### config.mk
export PLATFORM = sky130hd
export DESIGN_NAME = edge_fetch_ctrl
export DESIGN_NICKNAME = d
export VERILOG_FILES = /design/src/rtl/edge_fetch_ctrl_pkg.sv /design/src/rtl/edge_fetch_ctrl_skid_buf.sv /design/src/rtl/edge_fetch_ctrl.sv
export SDC_FILE = /design/constraint.sdc
export NUM_CORES = 1
export LEC_CHECK = 0
export ABC_AREA = 1
export CORE_ASPECT_RATIO = 0.5
export CORE_UTILIZATION = 49
export CTS_CLUSTER_DIAMETER = 80
export DETAILED_ROUTE_END_ITERATION = 10
export PLACE_DENSITY = 0.81
export RECOVER_POWER = 50
export SYNTH_ARGS = -nofsm -noshare
export SYNTH_HDL_FRONTEND = slang
export SYNTH_HIERARCHICAL = 1
export SYNTH_SLANG_ARGS = --single-unit
### constraint.sdc
create_clock -name clk -period 2.2 [get_ports clk]
set_input_delay 0.44 -clock clk [delete_from_list [all_inputs] [get_ports clk]]
set_output_delay 0.44 -clock clk [all_outputs]
set_load 0.01 [all_outputs]
### src/rtl/edge_fetch_ctrl_pkg.sv
// Shared definitions for the edge fetch controller: parameter defaults, FSM
// encoding and the layout of an offset-table word.
package edge_fetch_ctrl_pkg;

  localparam int DEF_NODE_IDX_WIDTH  = 10;
  localparam int DEF_COUNTER_WIDTH   = 4;
  localparam int DEF_EDGE_ADDR_WIDTH = 12;

  // Offset word is {edge_base, edge_cnt}: edge_cnt in the low bits,
  // edge_base packed directly above it.
  localparam int OFS_CNT_LSB = 0;

  function automatic int ofs_base_lsb(input int cnt_width);
    return OFS_CNT_LSB + cnt_width;
  endfunction

  typedef enum logic [1:0] {
    ST_IDLE,
    ST_LOAD,
    ST_STREAM,
    ST_DONE
  } state_e;

endpackage

### src/rtl/edge_fetch_ctrl_skid_buf.sv
// Two-entry in-order buffer between the edge memory read port and the
// neighbour stream; exposes occupancy so the issuer never overruns it.
module edge_skid_buf #(
  parameter int WIDTH = 11
) (
  input  logic             clk,
  input  logic             rst_n,
  input  logic             push,
  input  logic [WIDTH-1:0] din,
  input  logic             pop,
  input  logic             flush,
  output logic [WIDTH-1:0] dout,
  output logic             valid,
  output logic [1:0]       occ
);

  logic [WIDTH-1:0] mem_q [2];
  logic             rd_ptr_q;
  logic             wr_ptr_q;
  logic [1:0]       occ_q;

  // NOTE: the storage entries are reset too -- only two words, and it keeps the
  // head value (and thus the outputs) at a defined zero straight out of reset.
  always_ff @(posedge clk or negedge rst_n) begin
    if (!rst_n) begin
      for (int i = 0; i < 2; i++) mem_q[i] <= '0;
      rd_ptr_q <= 1'b0;
      wr_ptr_q <= 1'b0;
      occ_q    <= 2'd0;
    end else if (flush) begin
      rd_ptr_q <= 1'b0;
      wr_ptr_q <= 1'b0;
      occ_q    <= 2'd0;
    end else begin
      if (push) begin
        mem_q[wr_ptr_q] <= din;
        wr_ptr_q        <= ~wr_ptr_q;
      end
      if (pop) rd_ptr_q <= ~rd_ptr_q;
      occ_q <= occ_q + 2'(push) - 2'(pop);
    end
  end

  assign dout  = mem_q[rd_ptr_q];
  assign valid = (occ_q != 2'd0);
  assign occ   = occ_q;

endmodule

### src/rtl/edge_fetch_ctrl.sv
// Fetches the out-edge list of one node: reads {base, count} from the offset
// table, then streams neighbour indices from edge memory with backpressure.
module edge_fetch_ctrl
  import edge_fetch_ctrl_pkg::*;
#(
  parameter int PARAM_NODE_IDX_WIDTH  = DEF_NODE_IDX_WIDTH,
  parameter int PARAM_COUNTER_WIDTH   = DEF_COUNTER_WIDTH,
  parameter int PARAM_EDGE_ADDR_WIDTH = DEF_EDGE_ADDR_WIDTH
) (
  input  logic                                           clk,
  input  logic                                           rst_n,
  input  logic                                           req_valid,
  output logic                                           req_ready,
  input  logic [PARAM_NODE_IDX_WIDTH-1:0]                req_node_idx,
  input  logic                                           abort,
  output logic                                           ofs_rd_en,
  output logic [PARAM_NODE_IDX_WIDTH-1:0]                ofs_addr,
  input  logic [PARAM_EDGE_ADDR_WIDTH+PARAM_COUNTER_WIDTH-1:0] ofs_rd_data,
  output logic                                           edge_rd_en,
  output logic [PARAM_EDGE_ADDR_WIDTH-1:0]               edge_addr,
  input  logic [PARAM_NODE_IDX_WIDTH-1:0]                edge_rd_data,
  output logic                                           edge_valid,
  input  logic                                           edge_ready,
  output logic [PARAM_NODE_IDX_WIDTH-1:0]                edge_node_idx,
  output logic                                           edge_last,
  output logic [PARAM_COUNTER_WIDTH-1:0]                 edge_count,
  output logic                                           done
);

  localparam int NW       = PARAM_NODE_IDX_WIDTH;
  localparam int CW       = PARAM_COUNTER_WIDTH;
  localparam int AW       = PARAM_EDGE_ADDR_WIDTH;
  localparam int CW1      = CW + 1;
  localparam int BASE_LSB = ofs_base_lsb(CW);

  state_e        state_q, state_d;
  logic [AW-1:0] base_q;
  logic [CW-1:0] cnt_q;
  logic [CW-1:0] issued_q;
  logic          inflight_q;
  logic          inflight_last_q;

  logic          handshake;
  logic          pop;
  logic          push;
  logic          flush;
  logic          issue;
  logic          issue_last;
  logic          buf_valid;
  logic [NW:0]   buf_dout;
  logic [1:0]    occ;
  logic [1:0]    occ_after;
  logic [1:0]    load_sum;

  // Gated by rst_n so the offset strobe stays low while reset is held.
  assign handshake = rst_n && (state_q == ST_IDLE) && req_valid;
  assign req_ready = (state_q == ST_IDLE);
  assign ofs_rd_en = handshake;
  assign ofs_addr  = handshake ? req_node_idx : '0;

  assign pop   = buf_valid && edge_ready;
  assign flush = abort && (state_q != ST_IDLE);
  assign push  = inflight_q && !abort;

  // Credit check counts this cycle's pop so a drained slot is refilled at once,
  // giving one neighbour per cycle when the consumer never stalls.
  assign occ_after  = occ - 2'(pop);
  assign load_sum   = occ_after + 2'(inflight_q);
  assign issue      = (state_q == ST_STREAM) && !abort &&
                      (issued_q < cnt_q) && (load_sum < 2'd2);
  assign issue_last = (CW1'(issued_q) + CW1'(1)) == CW1'(cnt_q);

  assign edge_rd_en = issue;
  assign edge_addr  = base_q + AW'(issued_q);

  edge_skid_buf #(
    .WIDTH (NW + 1)
  ) u_skid_buf (
    .clk   (clk),
    .rst_n (rst_n),
    .push  (push),
    .din   ({inflight_last_q, edge_rd_data}),
    .pop   (pop),
    .flush (flush),
    .dout  (buf_dout),
    .valid (buf_valid),
    .occ   (occ)
  );

  assign edge_valid    = buf_valid;
  assign edge_node_idx = buf_valid ? buf_dout[NW-1:0] : '0;
  assign edge_last     = buf_valid && buf_dout[NW];
  assign edge_count    = cnt_q;
  assign done          = (state_q == ST_DONE) && !abort;

  // NOTE: clocked state uses non-blocking assignments so every register samples
  // the pre-edge values regardless of statement order.
  always_ff @(posedge clk or negedge rst_n) begin
    if (!rst_n) begin
      state_q         <= ST_IDLE;
      base_q          <= '0;
      cnt_q           <= '0;
      issued_q        <= '0;
      inflight_q      <= 1'b0;
      inflight_last_q <= 1'b0;
    end else begin
      state_q <= state_d;
      if (state_q == ST_LOAD) begin
        base_q   <= ofs_rd_data[BASE_LSB +: AW];
        cnt_q    <= ofs_rd_data[OFS_CNT_LSB +: CW];
        issued_q <= '0;
      end else if (issue) begin
        issued_q <= issued_q + CW'(1);
      end
      inflight_q      <= issue;
      inflight_last_q <= issue && issue_last;
    end
  end

  // NOTE: state_d gets a default before the case so no path leaves it
  // unassigned, which would otherwise infer a latch.
  always_comb begin
    state_d = state_q;
    unique case (state_q)
      ST_IDLE:   if (handshake) state_d = ST_LOAD;
      ST_LOAD: begin
        if (abort)                                   state_d = ST_IDLE;
        else if (ofs_rd_data[OFS_CNT_LSB +: CW] == '0) state_d = ST_DONE;
        else                                         state_d = ST_STREAM;
      end
      ST_STREAM: begin
        if (abort)                  state_d = ST_IDLE;
        else if (pop && edge_last)  state_d = ST_DONE;
      end
      ST_DONE:   state_d = ST_IDLE;
      default:   state_d = ST_IDLE;
    endcase
  end

endmodule

==> flow_summary.yaml <==
flow_run:
  maxCapViolations: 0
clock_network:
  cts.sinks: 50
  postCtsHoldBufs: 0
  cts_buffers: 5
  clk_pin_slew_ns: 0.07
  cts-root-buf: "clkbuf_16"
  htree_levels: 2
  cts_tree: "built"
  cts_buffer_depth: 2
  worstSkewPairLatency_ns: 0.29
finish:
  layout-drive-gt1-share: 0.290
  nets: 532
  fillers: 397
  instances_no_fill: 563
  syn_to_final_growth_pct: 47.1
  design_area_um2: 4460
  diodes: 0
power_and_ir_drop:
  irDropWorstVdd_uv: 939
  intPower_uw: 3270
  p_seq_frac: 0.289
  power_frac_comb: 0.545
  clockPowerShare: 0.166
  p_leak_uw: 0.00249
  power_density_nw_per_um2: 1190
  switching_share: 0.383
  power_uw: 5300
  power.switching_uw: 2030
sta:
  fin_ws_ns: -0.234
  fin_crit_sh: 1.11
  rsz0062_at_grt: "yes"
  drv_slew: 0
  relSlewSlack: 0.180
  finClkSkew_ns: 0.00356
  whs_ns: 0.479
  min_period_ns: 2.43
  worst_pin_slew_ns: 1.23
  hold_viol: 0
  fmaxAchievable_ghz: 0.411
  setup_viol: 5
place:
  gp_congestion: 0.821
  port_buffers: 82
  dp_hpwl_um: 4890
  placed_cells: 548
  place_area_um2: 4120
synthesis:
  yosys.area.top_type: "dfrtp_1"
  synth_flop_cell: "dfrtp_1"
  yosysMostFrequentCell: "nand2_1"
  yosys_warnings: 6
  syn_inst: 363
  yosysTopAreaCellShare: 0.413
  synth_seq_cells: 50
  yosysSeqAreaShare: 0.413
  netlist_top_cells_area: "dfrtp_1 (41%), nand2_1 (11%), inv_1 (8.8%)"
  ys_top_cells_by_count: "nand2_1 (87), inv_1 (71), dfrtp_1 (50)"
  avgSynthCellArea_um2: 8.36
  yosysUniqueCellTypes: 28
  async_flop_share: 1.00
  synth_edf_count: 0
  synth_area_um2: 3030
  synthesis.nets: 417
drt:
  drtIter0Drc: 119
  vias: 2700
  vias_per_cell: 4.80
  drc: 0
  highest_layer: "met4"
  m1WireLength_um: 2980
  wirelength_um: 7070
  ant_nets: 0
  wl_met3_um: 320
  dr.pass1.iters: 4
  wl_met2_um: 3660
  wire_per_inst_um: 12.6
worst_setup_path:
  crit_path_max_incr_delay_ns: 0.36
  reg2reg_slack_ns: 0.41
  crit_path_top_delay_cell: "dfrtp_1"
  cp_max_fo: 3
  cp_common_cell: "buf_4"
  worstPathCellList: "ha_2, inv_2, fa_2, nand3b_1, nand2_2, buf_4, buf_4, xor2_1, buf_2"
  crit_path_end_kind: "output pin"
  setup.worst_path.start_class: "flop"
  worst_ep_arrival_time_ns: 1.99
  worstPathRequired_ns: 1.76
  path_class: "reg2out"
die:
  die_w_um: 113
  die_area_um2: 6530
  initial_core_util: 0.529
  die_h_um: 57.6
  num_io_pins: 83
  coreArea_um2: 5730
  rows: 19
global_routing:
  track_usage: 0.226
  grt_pass1_vias: 2720
  grt_max_degree: 51
  grt_overflow: 0
  grt_pass1_wl_um: 11600
  antenna_found_initial: 0
run_status:
  violations: "negative setup slack"
  status: "complete, but fails checks"
worst_hold_path:
  hp-class: "reg2reg"
[layout by cell type, fill, tap and decap left out, drive strengths merged]
cell,count
a21oi,16
buf,45
bufinv,1
clkbuf,7
clkdlybuf4s50,46
clkinvlp,2
dfrtp,50
dlygate4sd2,15
dlymetal6s2s,9
fa,1
ha,12
inv,73
mux2,18
nand2,89
nand3,14
nand3b,4
nor2,32
nor3,5
nor4,1
o21ai,28
or2,1
xnor2,2
xor2,8
[path summary, 6_finish.rpt]
check / start / to / cells past startpoint
min: u_skid_buf/mem_q[5] / u_skid_buf/mem_q[5] / 2
min reg2reg: u_skid_buf/mem_q[5] / u_skid_buf/mem_q[5] / 2
min in group asynchronous: rst_n / state_q[0] / 2
max: issued_q[0] / edge_addr[4] / 9
max in group asynchronous: rst_n / u_skid_buf/rd_ptr_q / 2
max reg2reg: state_q[1] / state_q[0] / 5
[metal layers]
metal  vias up  track usage
met2        58        0.427
met5         -            0
met4         0       0.0827
li1       1350            -
met1      1281        0.253
met3        11       0.0544
[registers in the layout, indices dropped and copies added (netlist names)]
register / cells
inflight_q: 1
edge_count: 4
u_skid_buf/occ: 2
inflight_last_q: 1
issued_q: 4
state_q: 2
u_skid_buf/mem_q: 22
u_skid_buf/rd_ptr_q: 1
u_skid_buf/wr_ptr_q: 1
base_q: 12
[power groups by stage]
stage               Clock, uW  Combinational, uW  Sequential, uW
finish                    882               2890            1530
global route              942               3170            1570
CTS                       900               2780            1520
detailed placement          0               2770            1530
global placement            0               2680            1510
floorplan                   0               1580            1500
[critical path, delay by kind of cell, from the launching register on]
family / cells / cell delay (ns)
buffers and inverters: 4 / 0.39
and+or+nand+nor: 2 / 0.27
adders and majority gates: 2 / 0.53
xor gates and xnor gates: 1 / 0.16
DFF: 1 / 0.36
[logic make-up after synthesis]
family / share of synthesized area
AOI/OAI and AO/OA: 0.102
xor gates and xnor gates: 0.0289
adders and majority gates: 0.0561
buffers and inverters: 0.117
DFF: 0.413
muxes: 0.0767
and+or+nand+nor: 0.207
[through the flow]
stage	setup TNS (ns)	setup slack (ns)	util
after detailed placement	-3.68	-0.516	0.719
after global placement	-2.73	-0.478	0.719
after global routing	-1.39	-0.322	0.779
after CTS	-0.668	-0.231	0.757
after floorplan	0	0.0935	-
final	-0.769	-0.234	0.779
[what timing repair did]
item / in CTS / in global routing
setup endpoints to repair: 34 / 21
gates cloned: 0 / 0
resized for setup: 79 / 34
pin swaps: 9 / 13
buffers inserted: 4 / 5
[final cells by class]
cell class / count / area (um^2) / area share
clock buffer: 5 / 125 / 0.0280
clock inverter: 3 / 45.0 / 0.0101
inverter: 73 / 274 / 0.0614
multi-input combinational: 231 / 1590 / 0.355
sequential: 50 / 1250 / 0.281
tap: 84 / 105 / 0.0236
timing repair buffer: 117 / 1070 / 0.241
Note: power is estimated with default switching activity, not from simulation.
